==> src/rtl/mem_port_arbiter.sv <==
// Shares one memory port between IFU fetch and LSU load/store traffic.
// One transaction in flight, LSU-priority with IFU anti-starvation, per-txn timeout.
//
// Ports:
//   clk, rst              : clock, async active-high reset
//   ifu_req_* / ifu_resp_*: IFU read-only request handshake and response pulse
//   lsu_req_* / lsu_resp_*: LSU read/write request handshake and response pulse
//   mem_req_* / mem_resp_*: registered request to memory and its response
//   busy                  : a transaction is in progress
module mem_port_arbiter #(
  parameter int ADDR_WIDTH   = 64,
  parameter int DATA_WIDTH   = 64,
  parameter int MASK_WIDTH   = 8,
  parameter int TIMEOUT      = 255,
  parameter int STARVE_LIMIT = 4
) (
  input  logic                  clk,
  input  logic                  rst,
  input  logic                  ifu_req_valid,
  output logic                  ifu_req_ready,
  input  logic [ADDR_WIDTH-1:0] ifu_addr,
  output logic                  ifu_resp_valid,
  output logic [DATA_WIDTH-1:0] ifu_rdata,
  output logic                  ifu_err,
  input  logic                  lsu_req_valid,
  output logic                  lsu_req_ready,
  input  logic [ADDR_WIDTH-1:0] lsu_addr,
  input  logic                  lsu_wen,
  input  logic [DATA_WIDTH-1:0] lsu_wdata,
  input  logic [MASK_WIDTH-1:0] lsu_wmask,
  output logic                  lsu_resp_valid,
  output logic [DATA_WIDTH-1:0] lsu_rdata,
  output logic                  lsu_err,
  output logic                  mem_req_valid,
  input  logic                  mem_req_ready,
  output logic [ADDR_WIDTH-1:0] mem_addr,
  output logic                  mem_wen,
  output logic [DATA_WIDTH-1:0] mem_wdata,
  output logic [MASK_WIDTH-1:0] mem_wmask,
  input  logic                  mem_resp_valid,
  input  logic [DATA_WIDTH-1:0] mem_rdata,
  output logic                  busy
);

  localparam int TW = $clog2(TIMEOUT + 1);
  localparam int SW = $clog2(STARVE_LIMIT + 1);

  typedef enum logic [1:0] {
    IDLE,
    ISSUE,
    WAIT,
    RESP
  } state_e;

  state_e                state_q, state_d;
  logic                  owner_q, owner_d;
  logic [SW-1:0]         starve_q, starve_d;
  logic [TW-1:0]         tmo_q, tmo_d;
  logic [ADDR_WIDTH-1:0] addr_q, addr_d;
  logic                  wen_q, wen_d;
  logic [DATA_WIDTH-1:0] wdata_q, wdata_d;
  logic [MASK_WIDTH-1:0] wmask_q, wmask_d;
  logic [DATA_WIDTH-1:0] rdata_q, rdata_d;
  logic                  err_q, err_d;

  logic                  starved;
  logic                  grant_lsu;
  logic                  grant_ifu;
  logic                  idle;
  logic                  tmo_hit;
  logic                  resp_lsu;
  logic                  resp_ifu;

  // owner_q: 1 = LSU, 0 = IFU
  assign idle      = (state_q == IDLE);
  assign starved   = ifu_req_valid && (starve_q == SW'(STARVE_LIMIT));
  assign grant_lsu = idle && lsu_req_valid && !starved;
  assign grant_ifu = idle && ifu_req_valid && !grant_lsu;
  // Abort fires on the cycle whose increment lands on TIMEOUT.
  assign tmo_hit   = ((tmo_q + TW'(1)) == TW'(TIMEOUT));

  always_comb begin
    state_d  = state_q;
    owner_d  = owner_q;
    starve_d = starve_q;
    tmo_d    = tmo_q;
    addr_d   = addr_q;
    wen_d    = wen_q;
    wdata_d  = wdata_q;
    wmask_d  = wmask_q;
    rdata_d  = rdata_q;
    err_d    = err_q;
    unique case (state_q)
      IDLE: begin
        if (grant_lsu) begin
          owner_d = 1'b1;
          addr_d  = lsu_addr;
          wen_d   = lsu_wen;
          wdata_d = lsu_wdata;
          wmask_d = lsu_wen ? lsu_wmask : '0;
          tmo_d   = '0;
          state_d = ISSUE;
          if (ifu_req_valid && starve_q != SW'(STARVE_LIMIT))
            starve_d = starve_q + SW'(1);
        end else if (grant_ifu) begin
          owner_d  = 1'b0;
          addr_d   = ifu_addr;
          wen_d    = 1'b0;
          wdata_d  = '0;
          wmask_d  = '0;
          tmo_d    = '0;
          starve_d = '0;
          state_d  = ISSUE;
        end
      end
      ISSUE: begin
        tmo_d = tmo_q + TW'(1);
        if (tmo_hit) begin
          rdata_d = '0;
          err_d   = 1'b1;
          state_d = RESP;
        end else if (mem_req_ready) begin
          state_d = WAIT;
        end
      end
      WAIT: begin
        tmo_d = tmo_q + TW'(1);
        if (tmo_hit) begin
          rdata_d = '0;
          err_d   = 1'b1;
          state_d = RESP;
        end else if (mem_resp_valid) begin
          rdata_d = wen_q ? '0 : mem_rdata;
          err_d   = 1'b0;
          state_d = RESP;
        end
      end
      RESP: begin
        state_d = IDLE;
      end
      default: begin
        state_d = IDLE;
      end
    endcase
  end

  always_ff @(posedge clk or posedge rst) begin
    if (rst) begin
      state_q  <= IDLE;
      owner_q  <= 1'b0;
      starve_q <= '0;
      tmo_q    <= '0;
      addr_q   <= '0;
      wen_q    <= 1'b0;
      wdata_q  <= '0;
      wmask_q  <= '0;
      rdata_q  <= '0;
      err_q    <= 1'b0;
    end else begin
      state_q  <= state_d;
      owner_q  <= owner_d;
      starve_q <= starve_d;
      tmo_q    <= tmo_d;
      addr_q   <= addr_d;
      wen_q    <= wen_d;
      wdata_q  <= wdata_d;
      wmask_q  <= wmask_d;
      rdata_q  <= rdata_d;
      err_q    <= err_d;
    end
  end

  // Readies are gated by rst so every output is 0 while reset is held.
  assign ifu_req_ready  = !rst && grant_ifu;
  assign lsu_req_ready  = !rst && grant_lsu;

  assign resp_lsu       = (state_q == RESP) && owner_q;
  assign resp_ifu       = (state_q == RESP) && !owner_q;

  assign ifu_resp_valid = resp_ifu;
  assign ifu_rdata      = resp_ifu ? rdata_q : '0;
  assign ifu_err        = resp_ifu && err_q;
  assign lsu_resp_valid = resp_lsu;
  assign lsu_rdata      = resp_lsu ? rdata_q : '0;
  assign lsu_err        = resp_lsu && err_q;

  assign mem_req_valid  = (state_q == ISSUE);
  assign mem_addr       = addr_q;
  assign mem_wen        = wen_q;
  assign mem_wdata      = wdata_q;
  assign mem_wmask      = wmask_q;
  assign busy           = !idle;

endmodule

==> config.mk <==
export PLATFORM = sky130hd
export DESIGN_NAME = mem_port_arbiter
export DESIGN_NICKNAME = d
export VERILOG_FILES = /design/src/rtl/mem_port_arbiter.sv
export SDC_FILE = /design/constraint.sdc
export NUM_CORES = 1
export LEC_CHECK = 0
export CORE_AREA = 10 10 205 207
export CTS_BUF_LIST = sky130_fd_sc_hd__clkbuf_4
export DETAILED_ROUTE_END_ITERATION = 8
export DIE_AREA = 0 0 215 217
export GPL_TIMING_DRIVEN = 1
export PLACE_DENSITY = 0.69
export SYNTH_ARGS = -nofsm -noshare
export SYNTH_HDL_FRONTEND = slang
export SYNTH_SLANG_ARGS = --single-unit
==> constraint.sdc <==
create_clock -name clk -period 7.5 [get_ports clk]
set_input_delay 0.75 -clock clk [delete_from_list [all_inputs] [get_ports clk]]
set_output_delay 0.75 -clock clk [all_outputs]
set_load 0.02 [all_outputs]
==> Implementation_results.wiki <==
{| class="wikitable"
! Metric !! Value
|-
| Sequential standard cell area || 0.00541 mm²
|-
| Total Die Area || ~0.047 mm²
|-
| Result of the run || finished clean
|-
| Share of the synthesized area in the top cell type || 54.4%
|-
| Die height || 217 µm
|-
| Static Leak || 7.49 nW
|-
| Proportion of layout cells with a drive suffix above 1 || under 10%
|-
| FF-to-FF Start || state_q[0]
|-
| Final max-slew violation count || 0
|-
| Total clock sinks || 216
|-
| Number of hold buffers added after cts || 0
|-
| Worst setup slack after placement || between 3 and 4 ns
|-
| Chain of cells forming the critical path || ha_2, nor2b_4, and2_1, clkdlybuf4s50_1
|-
| Timing-limited maximum frequency || between 200 and 250 MHz
|-
| Worst clock skew || 0.0438 ns
|-
| Routed via count || 9628
|-
| Flop2flop setup slack || a little under 4 ns
|-
| Final Routed Wirelength || 43700 µm
|-
| Fraction of the yosys area taken by sequential cells || a little over half
|-
| Cell type with the largest total area after synthesis || sky130_fd_sc_hd__dfrtp_1
|-
| Worst path bufs/invs || 1
|-
| Synthesized netlist cell count || 982
|-
| Worst Hold Launch || mem_wmask[6]
|-
| Peak supply drop || 316 µV
|-
| Mean cell area of the mapped netlist || 10.1 µm²
|-
| Cell depth of the worst hold path || 1
|-
| Slowest Stage Delay on Critical Path || 0.99 ns
|-
| Worst Setup Path Type || flip-flop to output pin
|-
| Max Root-Sink Buffers || 3
|-
| Clock latency reported for the late side of the worst-skew pair || about 0.69 ns
|-
| Wire length of the first global-routing pass || roughly 64000 µm
|-
| TritonCTS clock tree || done
|-
| Number of detailed-route iterations in the first pass || 5
|-
| Post-CTS Setup Repair Bufs || 0
|-
| Nets@finish || 1803
|-
| Transition at the pin with the smallest max-transition slack || 1.07 ns
|-
| Power per Cell Area || around 380 mW/mm²
|-
| Crit path setup slack, layout || 2.91 ns
|-
| Critical-path top delay cell || sky130_fd_sc_hd__nor2b_4
|-
| Maximum fanout along the worst path || 67
|-
| Net count after synthesis || 1262
|-
| Sum of negative setup slack || 0 ns
|-
| Global routing usage summed across all routing layers || 18.0%
|-
| Max capacitance violation total || 0
|-
| Hold/Removal Path Class || flip-flop to flip-flop
|-
| Clk slew on worst S/H paths || about 0.06 ns
|-
| Number of synthesized flops with an enable pin || 0
|-
| Worst slew margin relative to its limit || 28.6%
|-
| R2R depth || 8
|-
| Count of H-tree levels built during CTS || 3
|-
| Post-DP HPWL || 33900 µm
|-
| Top FF cell, synth || sky130_fd_sc_hd__dfrtp_1
|-
| Cell at the root of the clock tree || sky130_fd_sc_hd__clkbuf_4
|-
| Fill cell count || roughly 3700
|-
| DR DRC count || 0
|-
| Synth warnings || 0
|-
| Vias in the first global route || 10300
|-
| Detailed-route wire length per cell || 20.9 µm
|-
| Site Rows || 72
|-
| Post-synth design cell area || ~0.0099 mm²
|-
| Data arrival time of the critical path || 3.84 ns
|-
| Number of antenna violations at the first check in global routing || 10
|-
| Share of the clock period used by the worst path after layout || 61.2%
|-
| Number of buffers created by CTS || 66
|-
| Placeable core area || between 0.03 and 0.04 mm²
|-
| Die width || 215 µm
|-
| Vias/cell || 4.60
|-
| Synthesized flop and latch total || between 200 and 250
|-
| Routability congestion estimate from global placement || 0.845
|-
| Detailed router's first-iteration violation count || about 520
|-
| Worst Hold End || mem_wmask[6]
|-
| Worst r2r dst || mem_wmask[1]
|-
| Leading cell type in the layout, fill and taps excluded || sky130_fd_sc_hd__clkdlybuf4s50_1
|-
| Largest net degree at the start of global routing || 116
|-
| Final count of hold timing violations || 0
|-
| Most used cells in the layout excluding fill and tap cells || sky130_fd_sc_hd__clkdlybuf4s50_1 (543), sky130_fd_sc_hd__dfrtp_1 (216), sky130_fd_sc_hd__nand2_1 (207), sky130_fd_sc_hd__o21ai_0 (136), sky130_fd_sc_hd__clkbuf_4 (85)
|-
| Top cells by area in the synthesized netlist || sky130_fd_sc_hd__dfrtp_1 (54%), sky130_fd_sc_hd__nand2_1 (7.9%), sky130_fd_sc_hd__a22o_1 (6.9%), sky130_fd_sc_hd__o21ai_0 (6.8%), sky130_fd_sc_hd__mux2i_1 (6.5%)
|-
| RSZ-0062 raised after global routing || no
|-
| Count of different cell masters after synthesis || 42
|-
| WP data required || 6.75 ns
|-
| Resize count post-CTS || 0
|-
| Multi-input logic area || 0.00415 mm²
|-
| Io pins || roughly 540
|-
| Startpoint class of the critical path || flip-flop
|-
| Min Tclk post-route || 4.59 ns
|-
| Antenna Violating Nets Remaining || 0
|-
| Setup crit end kind || output pin
|-
| Total gr overflow || 0
|-
| Effective utilization at floorplan || 26.1%
|-
| Fraction of registers with async set or reset after synthesis || 100%
|-
| PortBufs || 543
|-
| Critical path's top delay family || simple AND/OR/NAND/NOR gates
|-
| # setup viols final || 0
|-
| Synthesis-to-finish area growth || 66.3%
|}
[area by class of cell]
type | instances | area share, %
clock inverters | 29 | 0.742
inverters | 9 | 0.250
well taps | 518 | 3.92
clock buffers | 85 | 3.86
repair buffers | 554 | 33.4
flip-flops and latches | 216 | 32.7
multi-input cells | 676 | 25.1
diodes | 5 | 0.0757
[layer usage]
layer | track usage (%) | vias up | part of all wire, %
li1 | - | 4528 | -
met1 | 17.5 | 4505 | 35
met4 | 10.3 | 8 | 4.7
met5 | 0 | - | 0.12
met3 | 9.24 | 89 | 12
met2 | 30.4 | 498 | 49
[kinds of logic after synthesis]
kind of cell	after synthesis	share of synthesized area, %
xor gates and xnor gates	1	0.0881
buffers and inverters	90	4.29
AOI/OAI and AO/OA	232	15.2
muxes	67	6.77
DFF	216	54.4
adders and majority gates	9	1.13
and+or+nand+nor	367	18.1
[per-stage QoR]
step	cells	hold slack (ns)	cell area [µm²]	utilization (%)	power, mW
floorplan	982	0.458	9940	-	3.65
global placement	1973	0.483	15800	41.4	5.17
detailed placement	1973	0.482	15800	41.4	5.23
CTS	2087	0.472	16500	43.4	6.37
global route	2090	0.515	16500	43.4	6.67
finish	2092	0.503	16500	43.4	6.25
[cell usage after synthesis (2+ instances only)]
cell type and instances:
sky130_fd_sc_hd__dfrtp_1 216, sky130_fd_sc_hd__nand2_1 208, sky130_fd_sc_hd__o21ai_0 136, sky130_fd_sc_hd__a22o_1 78, sky130_fd_sc_hd__and2_1 68, sky130_fd_sc_hd__and3_1 65, sky130_fd_sc_hd__mux2i_1 65, sky130_fd_sc_hd__clkbuf_1 59
sky130_fd_sc_hd__ha_1 9, sky130_fd_sc_hd__inv_1 9, sky130_fd_sc_hd__buf_1 8, sky130_fd_sc_hd__a21o_1 6, sky130_fd_sc_hd__buf_8 6, sky130_fd_sc_hd__nor3_1 6, sky130_fd_sc_hd__buf_2 5, sky130_fd_sc_hd__nand3_1 4
sky130_fd_sc_hd__and2b_1 3, sky130_fd_sc_hd__a21oi_1 2, sky130_fd_sc_hd__buf_4 2, sky130_fd_sc_hd__mux2_2 2, sky130_fd_sc_hd__nor2_1 2, sky130_fd_sc_hd__nor2b_1 2, sky130_fd_sc_hd__o22a_2 2
[power breakdown]
| group | internal, mW | switching (mW) |
|---|---|---|
| logic | 1.38 | 1.67 |
| clock network | 0.534 | 0.540 |
| registers | 1.70 | 0.417 |
| total | 3.62 | 2.63 |
[registers in the layout (all words and copies together) (netlist names)]
register,count
mem_addr,64
mem_wdata,64
rdata_q,64
mem_wmask,8
tmo_q,8
starve_q,3
state_q,2
err_q,1
mem_wen,1
owner_q,1
[worst max-delay path by stage]
stage / endpoint / slack, ns / cells past startpoint / start
floorplan: err_q / 0.83 / 1 / rst
global placement: ifu_rdata[34] / 3.65 / 4 / state_q[1]
detailed placement: ifu_rdata[34] / 3.65 / 4 / state_q[1]
CTS: ifu_rdata[34] / 2.81 / 4 / state_q[1]
global route: ifu_rdata[26] / 2.51 / 4 / state_q[1]
finish: ifu_rdata[21] / 2.91 / 4 / state_q[1]
Note: power is estimated with default switching activity, not from simulation.
